## src/rtl/pos_decode_dispatch.sv

```systemverilog
// Binary position -> held one-hot strobe, fed from a small FIFO; strobe held until ack or timeout.
// Latency: push into an empty idle block shows out_valid two cycles later; 1 entry/cycle with ack held.
// Backpressure: in_ready drops while the FIFO holds DEPTH entries, with no write-through on a same-cycle pop.
module pos_decode_dispatch #(
    parameter int WIDTH   = 8,
    parameter int IDX_W   = 3,
    parameter int DEPTH   = 4,
    parameter int TIMEOUT = 15
) (
    input  logic                     clk,
    input  logic                     resetn,
    input  logic                     in_valid,
    output logic                     in_ready,
    input  logic [IDX_W-1:0]         in_pos,
    output logic                     out_valid,
    output logic [WIDTH-1:0]         out_onehot,
    input  logic                     out_ack,
    output logic                     timeout_err,
    output logic                     range_err,
    output logic [$clog2(DEPTH):0]   fifo_count
);
    localparam int PTR_W   = $clog2(DEPTH);
    localparam int CNT_W   = PTR_W + 1;
    localparam int TIMER_W = (TIMEOUT > 1) ? $clog2(TIMEOUT) : 1;

    typedef enum logic {IDLE, HOLD} state_e;

    state_e                 state_q, state_d;
    logic [IDX_W-1:0]       mem_q [DEPTH];
    logic [IDX_W-1:0]       mem_d [DEPTH];
    logic [PTR_W-1:0]       wr_ptr_q, wr_ptr_d;
    logic [PTR_W-1:0]       rd_ptr_q, rd_ptr_d;
    logic [CNT_W-1:0]       count_q, count_d;
    logic [IDX_W-1:0]       pos_q, pos_d;
    logic [TIMER_W-1:0]     timer_q, timer_d;
    logic                   timeout_err_q, timeout_err_d;
    logic                   range_err_q, range_err_d;

    logic full, push, in_range, store, has_entry;
    logic ack_done, to_fire, release_entry, pop;

    always_comb begin
        full          = (count_q == CNT_W'(DEPTH));
        push          = in_valid && !full;
        in_range      = (32'(in_pos) < WIDTH);
        store         = push && in_range;
        has_entry     = (count_q != '0);
        ack_done      = (state_q == HOLD) && out_ack;
        // Ack takes priority: a timeout only fires on a cycle without ack.
        to_fire       = (state_q == HOLD) && !out_ack && (TIMEOUT != 0)
                        && (timer_q == TIMER_W'(TIMEOUT - 1));
        release_entry = ack_done || to_fire;
        pop           = has_entry && ((state_q == IDLE) || release_entry);
    end

    // Next-state logic
    always_comb begin
        state_d = state_q;
        case (state_q)
            IDLE:    if (pop) state_d = HOLD;
            HOLD:    if (release_entry) state_d = has_entry ? HOLD : IDLE;
            default: state_d = IDLE;
        endcase
    end

    // FIFO, held position and hold timer
    always_comb begin
        mem_d         = mem_q;
        wr_ptr_d      = wr_ptr_q;
        rd_ptr_d      = rd_ptr_q;
        pos_d         = pos_q;
        timer_d       = timer_q;
        count_d       = count_q + CNT_W'(store) - CNT_W'(pop);
        timeout_err_d = to_fire;
        range_err_d   = push && !in_range;
        if (store) begin
            mem_d[wr_ptr_q] = in_pos;
            wr_ptr_d        = wr_ptr_q + PTR_W'(1);
        end
        if (pop) begin
            pos_d    = mem_q[rd_ptr_q];
            rd_ptr_d = rd_ptr_q + PTR_W'(1);
            timer_d  = '0;
        end else if (state_q == HOLD && !release_entry && timer_q != '1) begin
            timer_d = timer_q + TIMER_W'(1);
        end
    end

    // Outputs
    always_comb begin
        in_ready    = !full;
        out_valid   = (state_q == HOLD);
        out_onehot  = out_valid ? ({{(WIDTH-1){1'b0}}, 1'b1} << pos_q) : '0;
        timeout_err = timeout_err_q;
        range_err   = range_err_q;
        fifo_count  = count_q;
    end

    always_ff @(posedge clk) begin
        if (!resetn) begin
            state_q       <= IDLE;
            wr_ptr_q      <= '0;
            rd_ptr_q      <= '0;
            count_q       <= '0;
            pos_q         <= '0;
            timer_q       <= '0;
            timeout_err_q <= 1'b0;
            range_err_q   <= 1'b0;
        end else begin
            state_q       <= state_d;
            wr_ptr_q      <= wr_ptr_d;
            rd_ptr_q      <= rd_ptr_d;
            count_q       <= count_d;
            pos_q         <= pos_d;
            timer_q       <= timer_d;
            timeout_err_q <= timeout_err_d;
            range_err_q   <= range_err_d;
        end
    end

    always_ff @(posedge clk) begin
        mem_q <= mem_d;
    end
endmodule

```

## config.mk

```make
export PLATFORM = sky130hd
export DESIGN_NAME = pos_decode_dispatch
export DESIGN_NICKNAME = d
export VERILOG_FILES = /design/src/rtl/pos_decode_dispatch.sv
export SDC_FILE = /design/constraint.sdc
export NUM_CORES = 1
export LEC_CHECK = 0
export ABC_AREA = 0
export ABC_CLOCK_PERIOD_IN_PS = 2800
export CAP_MARGIN = 20
export CORE_MARGIN = 5
export CORE_UTILIZATION = 45
export CTS_CLUSTER_SIZE = 25
export DETAILED_ROUTE_END_ITERATION = 8
export GPL_ROUTABILITY_DRIVEN = 0
export PLACE_DENSITY = 0.68
export SLEW_MARGIN = 30
export SYNTH_ARGS = -nofsm -noshare
export SYNTH_HDL_FRONTEND = slang
export SYNTH_SLANG_ARGS = --single-unit
```

## constraint.sdc

```tcl
create_clock -name clk -period 2.8 [get_ports clk]
set_clock_uncertainty 0.2 [all_clocks]
set_input_delay 0.28 -clock clk [delete_from_list [all_inputs] [get_ports clk]]
set_output_delay 0.28 -clock clk [all_outputs]
set_load 0.005 [all_outputs]
```

==> flow_summary_export.csv <==
group,metric,value,unit
outcome,status,"complete, no violations",
clocking,numCtsBuffers,3,
sta,min_period,2550,ps
power,p_leak,0.636,nW
synth,ys_types,36,
sta,rsz0062_at_grt,"no",
grt,overflow,0,
synth,synthAdderAreaFrac,8.72,%
power,total_power,1.40,mW
power,power-per-cell-area,830,nW/um2
synth,synth_mux_area_share,6.36,%
floorplanning,die_y,65.3,um
floorplanning,core-area,3000,um2
clocking,cts_root_buffer,"clkbuf_4",
clocking,clk_pin_slew,160,ps
worst_setup_path,path_class,"reg -> reg",
floorplanning,start_util,45.9,%
floorplanning,die_w,65.3,um
sta,setup_viol,0,
clocking,cts_resized,0,
power,irDropWorstVdd,0.000549,V
placed_design,dpl.hpwl,2090,um
finish,drive_gt1_share,11.2,%
synth,yosys.area_share.simple,20.8,%
grt,grt_pass1_vias,1001,
sta,fmax,0.392,GHz
routing,drtAntennaViolNets,0,
routing,avgViaCountPerCell,5.55,
grt,grtUsageTotal,13.9,%
placed_design,port_buffers,20,
grt,antenna_found_initial,0,
synth,synthCells,127,
sta,tns,0,ps
synth,ys_seq_area_share,49.4,%
clocking,clock_latency,330,ps
finish,post-route-util,56.1,%
synth,yosysWarnings,0,
min_path,worstHoldPathType,"reg -> reg",
synth,ys_ff_latch,28,
clocking,holdBufCountCts,0,
finish,nets,169,
sta,slew_violations,0,
worst_setup_path,worstPathMaxFanout,5,
clocking,clock-sinks,28,
finish,diodes,0,
grt,grt_start_max_net_pins,17,
worst_setup_path,endpoint_kind,"flip-flop",
clocking,htreeDepth,1,
synth,synth_top_family_by_area,"simple AND/OR/NAND/NOR gates",
routing,first_pass_iters,4,
finish,syn_to_final_growth,22.3,%
routing,routedWlPerCell,14.5,um
grt,grt_pass1_wl,4570,um
flow_run,max-cap-violations,0,
worst_setup_path,critPathRequiredTime,2870,ps
synth,synth_area,1380,um2
clocking,cts_setup_buffers,0,
routing,wl,2680,um
clocking,cts_tree,"built",
worst_setup_path,startpoint_type,"flip-flop",
synth,post_synth_xor_area_fraction,0.636,%
synth,syn_area_per_cell,10.8,um2
synth,synth_compound_area_share,9.63,%
floorplanning,io_pins,22,
synth,synth.net_count,143,
floorplanning,core.rowCount,20,
clocking,clockBufferDepth,2,
routing,first_iter_violations,27,
floorplanning,die-area,4270,um2
sta,hold_violations,0,
routing,num_vias,1027,
worst_setup_path,critPathArrivalTime,2630,ps
sta,min_period_over_period,91.2,%
routing,drc,0,
through the flow:
step                      std cells  worst slack [ps]  cell area [um2]  hold slack (ps)
final                           185               246             1690              330
after detailed placement        181               110             1630              305
after floorplan                 127               220             1380              179
after CTS                       185               237             1690              325
after global placement          181               163             1630              297
after global routing            185              90.0             1690              352
metal layers:
layer	GRT usage, %	vias to the layer above	wire length, um
met4	5.96	0	37
met5	0	-	0
met1	17.1	484	1230
li1	-	515	-
met3	2.56	4	123
met2	23.6	24	1280
report_power, final:
group / internal (mW) / total (mW) / switching, mW
Clock: 0.145 / 0.268 / 0.123
Combinational: 0.287 / 0.526 / 0.239
Sequential: 0.509 / 0.605 / 0.0969
Total: 0.940 / 1.40 / 0.459
cells in the final DEF, fill, tap and decap left out, types with 2 or more instances in the layout:
cell type,instances
clkdlybuf4s50_1,20
dfxtp_1,16
edfxtp_1,12
nand3_1,11
nor2_1,8
ha_1,8
nand2_1,7
inv_1,6
and3_1,6
buf_4,6
nand2b_1,5
nor3_1,4
o211ai_1,4
a21oi_1,4
mux4_2,3
nand4_1,3
nor4_1,3
a21o_1,3
clkbuf_4,3
a21oi_2,2
and2_1,2
a211oi_1,2
mux2i_1,2
synthesized netlist by cell type:
library cell / number / area [um2]
nand4_1: 3 / 18.8
buf_2: 1 / 5.00
fa_1: 1 / 20.0
and2_1: 2 / 12.5
nand2_1: 7 / 26.3
or3b_1: 1 / 8.76
nor4_1: 3 / 18.8
and3_1: 6 / 37.5
conb_1: 1 / 3.75
buf_1: 1 / 3.75
a21oi_2: 2 / 17.5
buf_6: 1 / 11.3
and4b_1: 1 / 10.0
ha_1: 8 / 100
nand2b_1: 5 / 31.3
nor2_1: 8 / 30.0
o211ai_1: 4 / 30.0
a21oi_1: 4 / 20.0
o31a_2: 1 / 10.0
inv_1: 6 / 22.5
a2111oi_0: 1 / 8.76
a41oi_1: 1 / 8.76
nor3_2: 1 / 10.0
dfxtp_1: 16 / 320
nand3_1: 11 / 55.1
edfxtp_1: 12 / 360
a211oi_1: 2 / 15.0
xor2_1: 1 / 8.76
and2b_1: 1 / 7.51
clkbuf_1: 1 / 3.75
mux2i_1: 2 / 20.0
clkinv_1: 1 / 3.75
nor3_1: 4 / 20.0
buf_4: 1 / 7.51
mux4_2: 3 / 67.6
a21o_1: 3 / 22.5
registers in the layout, indices dropped and copies added, names as in the netlist:
name / count
mem_q: 12
timer_q: 4
fifo_count: 3
pos_q: 3
rd_ptr_q: 2
wr_ptr_q: 2
out_valid: 1
timeout_err: 1
worst paths after layout:
path | from | to | slack, ps | cells past startpoint
worst min register to register | pos_q[1] | pos_q[1] | 330 | 2
worst max register to register | timer_q[1] | fifo_count[2] | 250 | 11
worst max-delay path | timer_q[1] | fifo_count[2] | 250 | 11
worst min-delay path | pos_q[1] | pos_q[1] | 330 | 2
final cells by class:
type	instances	area [um2]
Multi-Input combinational cell	87	639
Timing Repair Buffer	26	245
Inverter	7	26.3
Fill cell	295	1320
Sequential cell	28	681
Clock buffer	3	22.5
Clock inverter	1	30.0
Tap cell	33	41.3
worst max-delay path, cell delays in order (launching register included):
cell,delay (ps)
dfxtp_1,450
ha_1,250
nand3_1,140
a21oi_2,180
ha_1,240
inv_1,50
ha_1,120
inv_1,50
fa_1,370
xor2_1,160
and2_1,160
nor3_1,110
cell families (layout without fill, tap and decap cells):
kind of cell / after synthesis / in the layout
adder cells (fa/ha/maj): 9 / 9
AND/OR/NAND/NOR: 53 / 53
buffers and inverters: 12 / 37
XOR/XNOR: 1 / 1
multiplexers: 5 / 5
flip-flops: 28 / 28
AO/OA/AOI/OAI: 18 / 18
other: 1 / 1
Power figures use the tool's default switching activity.
